$ cat src/rtl/count_wrap_tracker.sv
// count_wrap_tracker: watches the count output of an up counter and reports
// wraps, threshold hits, stalls and illegal steps. All outputs are registered.
module count_wrap_tracker #(
  parameter int unsigned CNT_W     = 4,
  parameter int unsigned WRAP_W    = 8,
  parameter int unsigned STALL_CYC = 4
) (
  input  logic              clk,
  input  logic              reset,
  input  logic [CNT_W-1:0]  count_in,
  input  logic              cnt_valid,
  input  logic [CNT_W-1:0]  thresh,
  input  logic              clr,
  output logic              match_pulse,
  output logic              wrap_pulse,
  output logic [WRAP_W-1:0] wrap_cnt,
  output logic              stalled,
  output logic              err_skip
);

  localparam int unsigned     SC_W      = $clog2(STALL_CYC) + 1;
  localparam logic [SC_W-1:0] STALL_LIM = SC_W'(STALL_CYC - 1);
  localparam logic [CNT_W-1:0] CNT_MAX  = '1;

  typedef enum logic [1:0] {
    IDLE,
    TRACK,
    STALLED
  } state_t;

  state_t            state, state_nx;
  logic [CNT_W-1:0]  prev_q, prev_nx;
  logic [SC_W-1:0]   stall_ctr, stall_nx, stall_inc;
  logic [CNT_W-1:0]  delta;
  logic              step_zero, step_ok, step_bad;

  logic              match_nx, wrap_nx, stalled_nx, err_nx;
  logic [WRAP_W-1:0] wrap_cnt_nx;

  assign delta     = count_in - prev_q;
  assign step_zero = (delta == '0);
  assign step_ok   = (delta == CNT_W'(1));
  assign step_bad  = !step_zero && !step_ok;
  assign stall_inc = stall_ctr + 1'b1;

  // State register with last sample and unchanged-step counter
  always_ff @(posedge clk or negedge reset) begin
    if (!reset) begin
      state     <= IDLE;
      prev_q    <= '0;
      stall_ctr <= '0;
    end else begin
      state     <= state_nx;
      prev_q    <= prev_nx;
      stall_ctr <= stall_nx;
    end
  end

  // Next-state: only valid samples advance the tracker
  always_comb begin
    state_nx = state;
    prev_nx  = prev_q;
    stall_nx = stall_ctr;
    if (cnt_valid) begin
      prev_nx = count_in;
      case (state)
        IDLE: begin
          state_nx = TRACK;
          stall_nx = '0;
        end
        TRACK: begin
          if (step_zero) begin
            stall_nx = stall_inc;
            if (stall_inc == STALL_LIM) state_nx = STALLED;
          end else begin
            stall_nx = '0;
          end
        end
        STALLED: begin
          // counter stays parked at the limit while the count is frozen
          if (!step_zero) begin
            state_nx = TRACK;
            stall_nx = '0;
          end
        end
        default: state_nx = IDLE;
      endcase
    end
  end

  // Output decode: next values of the registered status outputs
  always_comb begin
    match_nx    = 1'b0;
    wrap_nx     = 1'b0;
    stalled_nx  = stalled;
    err_nx      = err_skip;
    wrap_cnt_nx = wrap_cnt;
    if (cnt_valid && state != IDLE) begin
      if (step_ok) begin
        match_nx = (count_in == thresh);
        wrap_nx  = (prev_q == CNT_MAX) && (count_in == '0);
      end
      if (step_bad) err_nx = 1'b1;
      stalled_nx = (state_nx == STALLED);
      if (wrap_nx && wrap_cnt != '1) wrap_cnt_nx = wrap_cnt + 1'b1;
    end
    // clear wins over a same-edge wrap or error; the pulse itself still fires
    if (clr) begin
      wrap_cnt_nx = '0;
      err_nx      = 1'b0;
    end
  end

  // Output registers
  always_ff @(posedge clk or negedge reset) begin
    if (!reset) begin
      match_pulse <= 1'b0;
      wrap_pulse  <= 1'b0;
      wrap_cnt    <= '0;
      stalled     <= 1'b0;
      err_skip    <= 1'b0;
    end else begin
      match_pulse <= match_nx;
      wrap_pulse  <= wrap_nx;
      wrap_cnt    <= wrap_cnt_nx;
      stalled     <= stalled_nx;
      err_skip    <= err_nx;
    end
  end

endmodule

$ cat config.mk
export PLATFORM = sky130hd
export DESIGN_NAME = count_wrap_tracker
export DESIGN_NICKNAME = d
export VERILOG_FILES = /design/src/rtl/count_wrap_tracker.sv
export SDC_FILE = /design/constraint.sdc
export NUM_CORES = 1
export LEC_CHECK = 0
export BUFFER_PORTS_ARGS = -buffer_cell sky130_fd_sc_hd__buf_4
export CORE_UTILIZATION = 51
export CTS_BUF_LIST = sky130_fd_sc_hd__clkbuf_8
export CTS_CLUSTER_DIAMETER = 30
export CTS_CLUSTER_SIZE = 24
export DETAILED_ROUTE_END_ITERATION = 6
export PLACE_DENSITY_LB_ADDON = 0.25
export RECOVER_POWER = 25
export SYNTH_ARGS = -nofsm -noshare
export SYNTH_HDL_FRONTEND = slang
export SYNTH_SLANG_ARGS = --single-unit
$ cat constraint.sdc
create_clock -name clk -period 2 [get_ports clk]
set_clock_uncertainty 0.2 [all_clocks]
set_input_delay 0.2 -clock clk [delete_from_list [all_inputs] [get_ports clk]]
set_output_delay 0.2 -clock clk [all_outputs]
set_load 0.02 [all_outputs]
==> results of run 1 <==
-- cell families (layout without fill, tap and decap cells) --
family	Yosys count	in the layout
compound gates	26	26
flops	21	21
fa+ha+maj	7	7
buf+inv	11	57
mux	5	5
xor+xnor	7	7
simple gates	40	40
-- where the power goes --
group | total [W] | switching, W | internal [W]
clock | 0.000278 | 0.000139 | 0.000139
sequential | 0.000454 | 0.0000127 | 0.000442
combinational | 0.000280 | 0.000137 | 0.000143
total | 0.00101 | 0.000289 | 0.000723
-- metal layers --
layer,vias up,global-route usage (%)
li1,509,-
met1,526,27.9
met2,33,43.1
met3,4,3.03
met4,0,10.6
met5,-,0
-- per-stage QoR --
stage	power [W]	TNS [ns]	cell area [um^2]
floorplan	0.000558	-0.776	1210
global placement	0.000637	-1.64	1490
detailed placement	0.000645	-2.77	1490
CTS	0.000943	-2.03	1620
global route	0.00106	-3.17	1740
finish	0.00101	-2.05	1740
-- worst max-delay path by stage --
stage | startpoint | end | slack, ns | cells after the start
2_1_floorplan | prev_q[0] | wrap_cnt[6] | -0.14 | 8
3_3_place_gp | count_in[0] | wrap_cnt[6] | -0.19 | 10
3_5_place_dp | prev_q[0] | wrap_cnt[6] | -0.28 | 8
4_1_cts | prev_q[0] | wrap_cnt[5] | -0.22 | 7
5_1_grt | prev_q[0] | wrap_cnt[6] | -0.27 | 8
6_report | prev_q[0] | wrap_cnt[5] | -0.20 | 7
-- critical path: stages (launching register included) --
cell and delay, ns:
dfrtp_1 0.40, ha_2 0.19, inv_2 0.05, fa_2 0.44, nor2_4 0.12, o2111a_2 0.24
nand4_1 0.13, mux2_4 0.32
-- area by class of cell --
cell class | count | area, um^2 | area share (%)
clock buffers | 3 | 41.3 | 2.38
flip-flops and latches | 21 | 526 | 30.3
well taps | 28 | 35.0 | 2.02
repair buffers | 45 | 354 | 20.4
clock inverters | 1 | 5.00 | 0.288
inverters | 8 | 30.0 | 1.73
multi-input cells | 85 | 746 | 42.9
-- what timing repair did --
item | CTS | global route
setup endpoints to repair | 16 | 16
buffers inserted | 2 | 6
hold buffers | 2 | 0
pin swaps | 9 | 8
hold endpoints to repair | 26 | 0
resized for setup | 9 | 19
-- synth_stat cells (all sizes together) --
master	number
nor4	2
a21bo	2
ha	6
inv	8
xnor2	5
o2bb2ai	1
nand4	4
nand2b	4
nand4bb	2
a21oi	7
buf	1
o21bai	1
o32ai	1
a32o	1
nor2b	3
o21a	1
clkbuf	2
and3	5
nand3	1
o21ai	5
nor2	9
nand2	6
or2	1
nand3b	3
mux2	4
xor2	2
a41o	1
a211oi	1
dfrtp	21
o22ai	1
mux2i	1
fa	1
a21o	1
o2111a	1
a31o	2
-- placed cells by master (no fill, tap or decap), drive strengths merged, types with 2 or more instances in the layout --
cell type,n
buf,42
nor4,2
xor2,2
clkbuf,4
nand2b,4
ha,6
dfrtp,21
a31o,2
mux2,4
xnor2,5
nor2b,3
a21oi,7
inv,8
nand3b,3
nor2,9
nand4bb,2
dlygate4sd3,2
o21ai,5
and3,5
a21bo,2
nand2,6
nand4,4
-- sequential cells by signal (all words and copies together) (netlist names) --
| name | flops |
|---|---|
| state | 2 |
| wrap_cnt | 8 |
| stalled | 1 |
| wrap_pulse | 1 |
| match_pulse | 1 |
| prev_q | 4 |
| stall_ctr | 3 |
| err_skip | 1 |
==> flow_summary.json, run 1 <==
{
  "final_util_pct": 78.5,
  "yosys.area_share.simple_pct": 19.3,
  "tritoncts": "done",
  "grt_usage_pct": 23.9,
  "cts_made_buffers": 3,
  "syn_inst": 117,
  "drive_gt1_share_pct": 43.6,
  "hp-class": "input pin to flop",
  "dieArea_um2": 2550,
  "rsz0062_at_grt": "true",
  "avgRoutedWirePerCell_um": 15.1,
  "pin_count": 24,
  "drt_wl_total_um": 2880,
  "final.setup.worst_slack_ns": -0.200,
  "die_h_um": 50.5,
  "violations": "setup timing",
  "hold_viol": 0,
  "drv_slew": 0,
  "wl_met3_um": 78,
  "ctsRootBufferMaster": "clkbuf_8",
  "core-area_um2": 2210,
  "drt_iter0_drc": 25,
  "relSlewSlack_pct": 22.3,
  "synth-xor-area-share_pct": 5.10,
  "grt_first_pass_wirelength_um": 4490,
  "grt_start_max_net_pins": 22,
  "cap_violations": 0,
  "r2r_end": "wrap_cnt[5]",
  "cp_max_fo": 5,
  "worstRegToRegCells": 7,
  "antenna_found_initial": 0,
  "dp_hpwl_um": 1930,
  "max_slew.worst_pin.slew_ns": 1.17,
  "grt_pass1_vias": 1025,
  "yosys.area.top_type": "dfrtp_1",
  "synthAdderAreaFrac_pct": 7.92,
  "synth.net_count": 136,
  "htreeDepth": 1,
  "drc": 0,
  "firstDrtPassIters": 4,
  "cp-end-kind": "flop",
  "die_w_um": 50.5,
  "synth_compound_area_share_pct": 15.6,
  "fin_crit_ns": 2.20,
  "cts.path.max_buffers": 2,
  "via_per_inst": 5.61,
  "power_density_nw_per_um2": 583,
  "wl_met2_um": 1530,
  "clkTransAtPathRegs_ns": 0.08,
  "overflow": 0,
  "muxShareOfSynthArea_pct": 4.58,
  "min_from": "thresh[2]",
  "hold_path_depth": 4,
  "whs_ns": 0.0249,
  "num-nets-final": 183,
  "max_freq_ghz": 0.455,
  "seq_area_frac_synth_pct": 43.8,
  "ant_nets": 0,
  "critPathKind": "flop to flop",
  "yosysWarnings": 0,
  "irDropWorstVdd_uv": 560,
  "avgSynthCellArea_um2": 10.3,
  "synth_area_leaders": "dfrtp_1, ha_1, xnor2_1",
  "cp-start-kind": "flop",
  "area_growth_syn_to_layout_pct": 44.6,
  "crit_required_ns": 1.95,
  "cts.sinks": 21,
  "nFillCells": 148,
  "arrival_ns": 2.15,
  "ys_types": 38,
  "pre_cts_ws_ns": -0.281,
  "netlist_area_um2": 1200,
  "gp_congestion": 0.880,
  "start_util_pct": 54.3,
  "outcome": "complete, but fails checks",
  "dp_cells": 177,
  "synth-seq-cells": 21,
  "finalSetupViolations": 16,
  "wl_met1_um": 1240,
  "stdcell_count": 191,
  "rows": 17,
  "whs_endpoint": "match_pulse",
  "highest_layer": "met4",
  "synth_top_family_by_area": "simple AND/OR/NAND/NOR gates",
  "p_leak_nw": 0.816,
  "fin_crit_sh_pct": 110,
  "port_buffers": 23,
  "vias": 1072,
  "rr_startpoint": "prev_q[0]",
  "antennaDiodeCount": 0,
  "clk_latency_ns": 0.26,
  "ff2ff_setup_slack_ns": -0.20,
  "synth_top_area_share_pct": 43.8
}
No activity file was read; power rests on OpenSTA's default activity.
==> inputs of run 2 (changes only) <==
--- a/config.mk
+++ b/config.mk
@@ -8,2 +8,3 @@
 export BUFFER_PORTS_ARGS = -buffer_cell sky130_fd_sc_hd__buf_4
+export CORE_MARGIN = 5
 export CORE_UTILIZATION = 51
@@ -18 +19,2 @@
 export SYNTH_SLANG_ARGS = --single-unit
+export TNS_END_PERCENT = 30
--- a/constraint.sdc
+++ b/constraint.sdc
@@ -4,2 +4,2 @@
 set_output_delay 0.2 -clock clk [all_outputs]
-set_load 0.02 [all_outputs]
+set_load 0.01 [all_outputs]
==> flow_summary.json, run 2 (synthesis gave the netlist of run 1 again) <==
{
  "outcome": "complete, but fails checks",
  "violations": "setup timing",
  "num-nets-final": 173,
  "dieArea_um2": 3430,
  "fin_crit_ns": 2.23,
  "grt_usage_pct": 16.8,
  "dp_hpwl_um": 1880,
  "grt_pass1_vias": 984,
  "irDropWorstVdd_uv": 392,
  "max_stage_delay_ns": 0.43,
  "fin_crit_sh_pct": 111,
  "core-area_um2": 2230,
  "vias": 1008,
  "clkTransAtPathRegs_ns": 0.08,
  "power_switching_w": 0.000252,
  "p_comb_share_pct": 20.1,
  "nFillCells": 166,
  "overflow": 0,
  "crit_family": "adder cells",
  "max_slew.worst_pin.slew_ns": 1.15,
  "crit_buf_inv": 1,
  "crit_required_ns": 1.95,
  "ant_nets": 0,
  "power_frac_seq_pct": 49.4,
  "p_leak_nw": 0.751,
  "regMostFlops": "wrap_cnt",
  "largest_reg_flops": 8,
  "cts.sinks": 21,
  "finalSetupViolations": 12,
  "arrival_ns": 2.18,
  "die_w_um": 58.5,
  "via_per_inst": 5.57,
  "die_h_um": 58.5,
  "hold_viol": 0,
  "start_util_pct": 53.8,
  "antennaDiodeCount": 0,
  "cp-start-kind": "flop",
  "grt_first_pass_wirelength_um": 4440,
  "firstDrtPassIters": 4,
  "cts_made_buffers": 3,
  "cts.path.max_buffers": 2,
  "pin_count": 24,
  "path_cells": "ha_2 > inv_2 > fa_2 > nor2_2 > o2111a_2 > nand4_1 > mux2_4",
  "hp-class": "input pin to flop",
  "largestRegisters": "wrap_cnt (8), prev_q (4), stall_ctr (3)",
  "p_clk_share_pct": 30.5,
  "cap_violations": 0,
  "rsz0062_at_grt": "true",
  "cp-end-kind": "flop",
  "final.setup.worst_slack_ns": -0.227,
  "rows": 17,
  "grt_start_max_net_pins": 22,
  "clk_latency_ns": 0.26,
  "ctsRootBufferMaster": "clkbuf_8",
  "final_common_cell": "buf_4",
  "drc": 0,
  "drt_wl_total_um": 2560,
  "area_growth_syn_to_layout_pct": 30.9,
  "drv_slew": 0,
  "relSlewSlack_pct": 23.6,
  "layout_common_cells": "buf_4, dfrtp_1, inv_1, nor2_1, nand2_1",
  "power_density_nw_per_um2": 585,
  "p_int_w": 0.000668,
  "whs_ns": 0.00889,
  "critPathKind": "flop to flop",
  "cp_max_fo": 5,
  "crit_path_top_delay_cell": "fa_2",
  "avgRoutedWirePerCell_um": 14.2,
  "htreeDepth": 1,
  "sw_frac_of_total_pct": 27.4,
  "antenna_found_initial": 0,
  "pre_cts_ws_ns": -0.266,
  "max_freq_ghz": 0.449,
  "gp_congestion": 0.799,
  "drive_gt1_share_pct": 34.0,
  "tritoncts": "done",
  "drt_iter0_drc": 40,
  "port_buffers": 23
}
run 2: cell types whose count changed in the layout (fill, tap and decap cells not counted), moves of 2 or more:
cell | previous run | this run
nor2_2 | 0 | 2
nor2_4 | 2 | 0
buf_4 | 38 | 31
buf_6 | 4 | 0
run 2: routing by layer:
layer	routed length [um]	track usage, %	vias to the layer above
li1	-	-	492
met1	1170	21.5	482
met2	1230	28.7	29
met3	140	3.07	5
met4	31	4.97	0
met5	0	0	-
run 2: final cells by class:
class | count | area (um^2) | area share, %
inverter | 8 | 30.0 | 1.91
tap | 28 | 35.0 | 2.23
multi-input combinational | 85 | 669 | 42.6
sequential | 21 | 526 | 33.4
clock buffer | 3 | 41.3 | 2.63
timing repair buffer | 35 | 267 | 16.9
clock inverter | 1 | 5.00 | 0.318
run 2: timing repair:
item,4_1_cts,5_1_grt
cloned,0,0
pin swaps,2,2
endpoints found under the hold margin,26,0
resized for setup,4,5
setup buffers,0,0
hold buffers,3,0
endpoints found under the setup margin,15,16
run 2: worst paths after layout:
check                      startpoint  cells past startpoint  slack (ns)     endpoint
min in group asynchronous       reset                      2        0.49    prev_q[3]
max in group asynchronous       reset                      2        0.43     err_skip
max                         prev_q[0]                      7       -0.23  wrap_cnt[6]
min reg2reg                   stalled                      1        0.31      stalled
min                         cnt_valid                      2       0.009     state[1]
max reg2reg                 prev_q[0]                      7       -0.23  wrap_cnt[6]
run 2: stage by stage:
stage	total power, W	cells	utilization [%]	TNS [ns]	instance area [um^2]
global route	0.000973	181	70.4	-2.96	1570
global placement	0.000628	174	65.7	-1.61	1470
CTS	0.000924	181	69.7	-1.40	1560
detailed placement	0.000634	174	65.7	-2.34	1470
floorplan	0.000556	117	-	-0.764	1210
finish	0.000920	181	70.4	-1.48	1570
run 2: power groups by stage:
stage,registers [W],logic (W),clock network (W)
after floorplan,0.000461,0.0000956,0
after global placement,0.000461,0.000166,0
after detailed placement,0.000463,0.000171,0
after CTS,0.000454,0.000184,0.000286
after global routing,0.000457,0.000210,0.000306
final,0.000455,0.000185,0.000280
run 2: worst reg2reg max path, cell delays in order (launching register included):
cell	delay (ns)
dfrtp_1	0.39
ha_2	0.18
inv_2	0.05
fa_2	0.43
nor2_2	0.14
o2111a_2	0.25
nand4_1	0.16
mux2_4	0.33
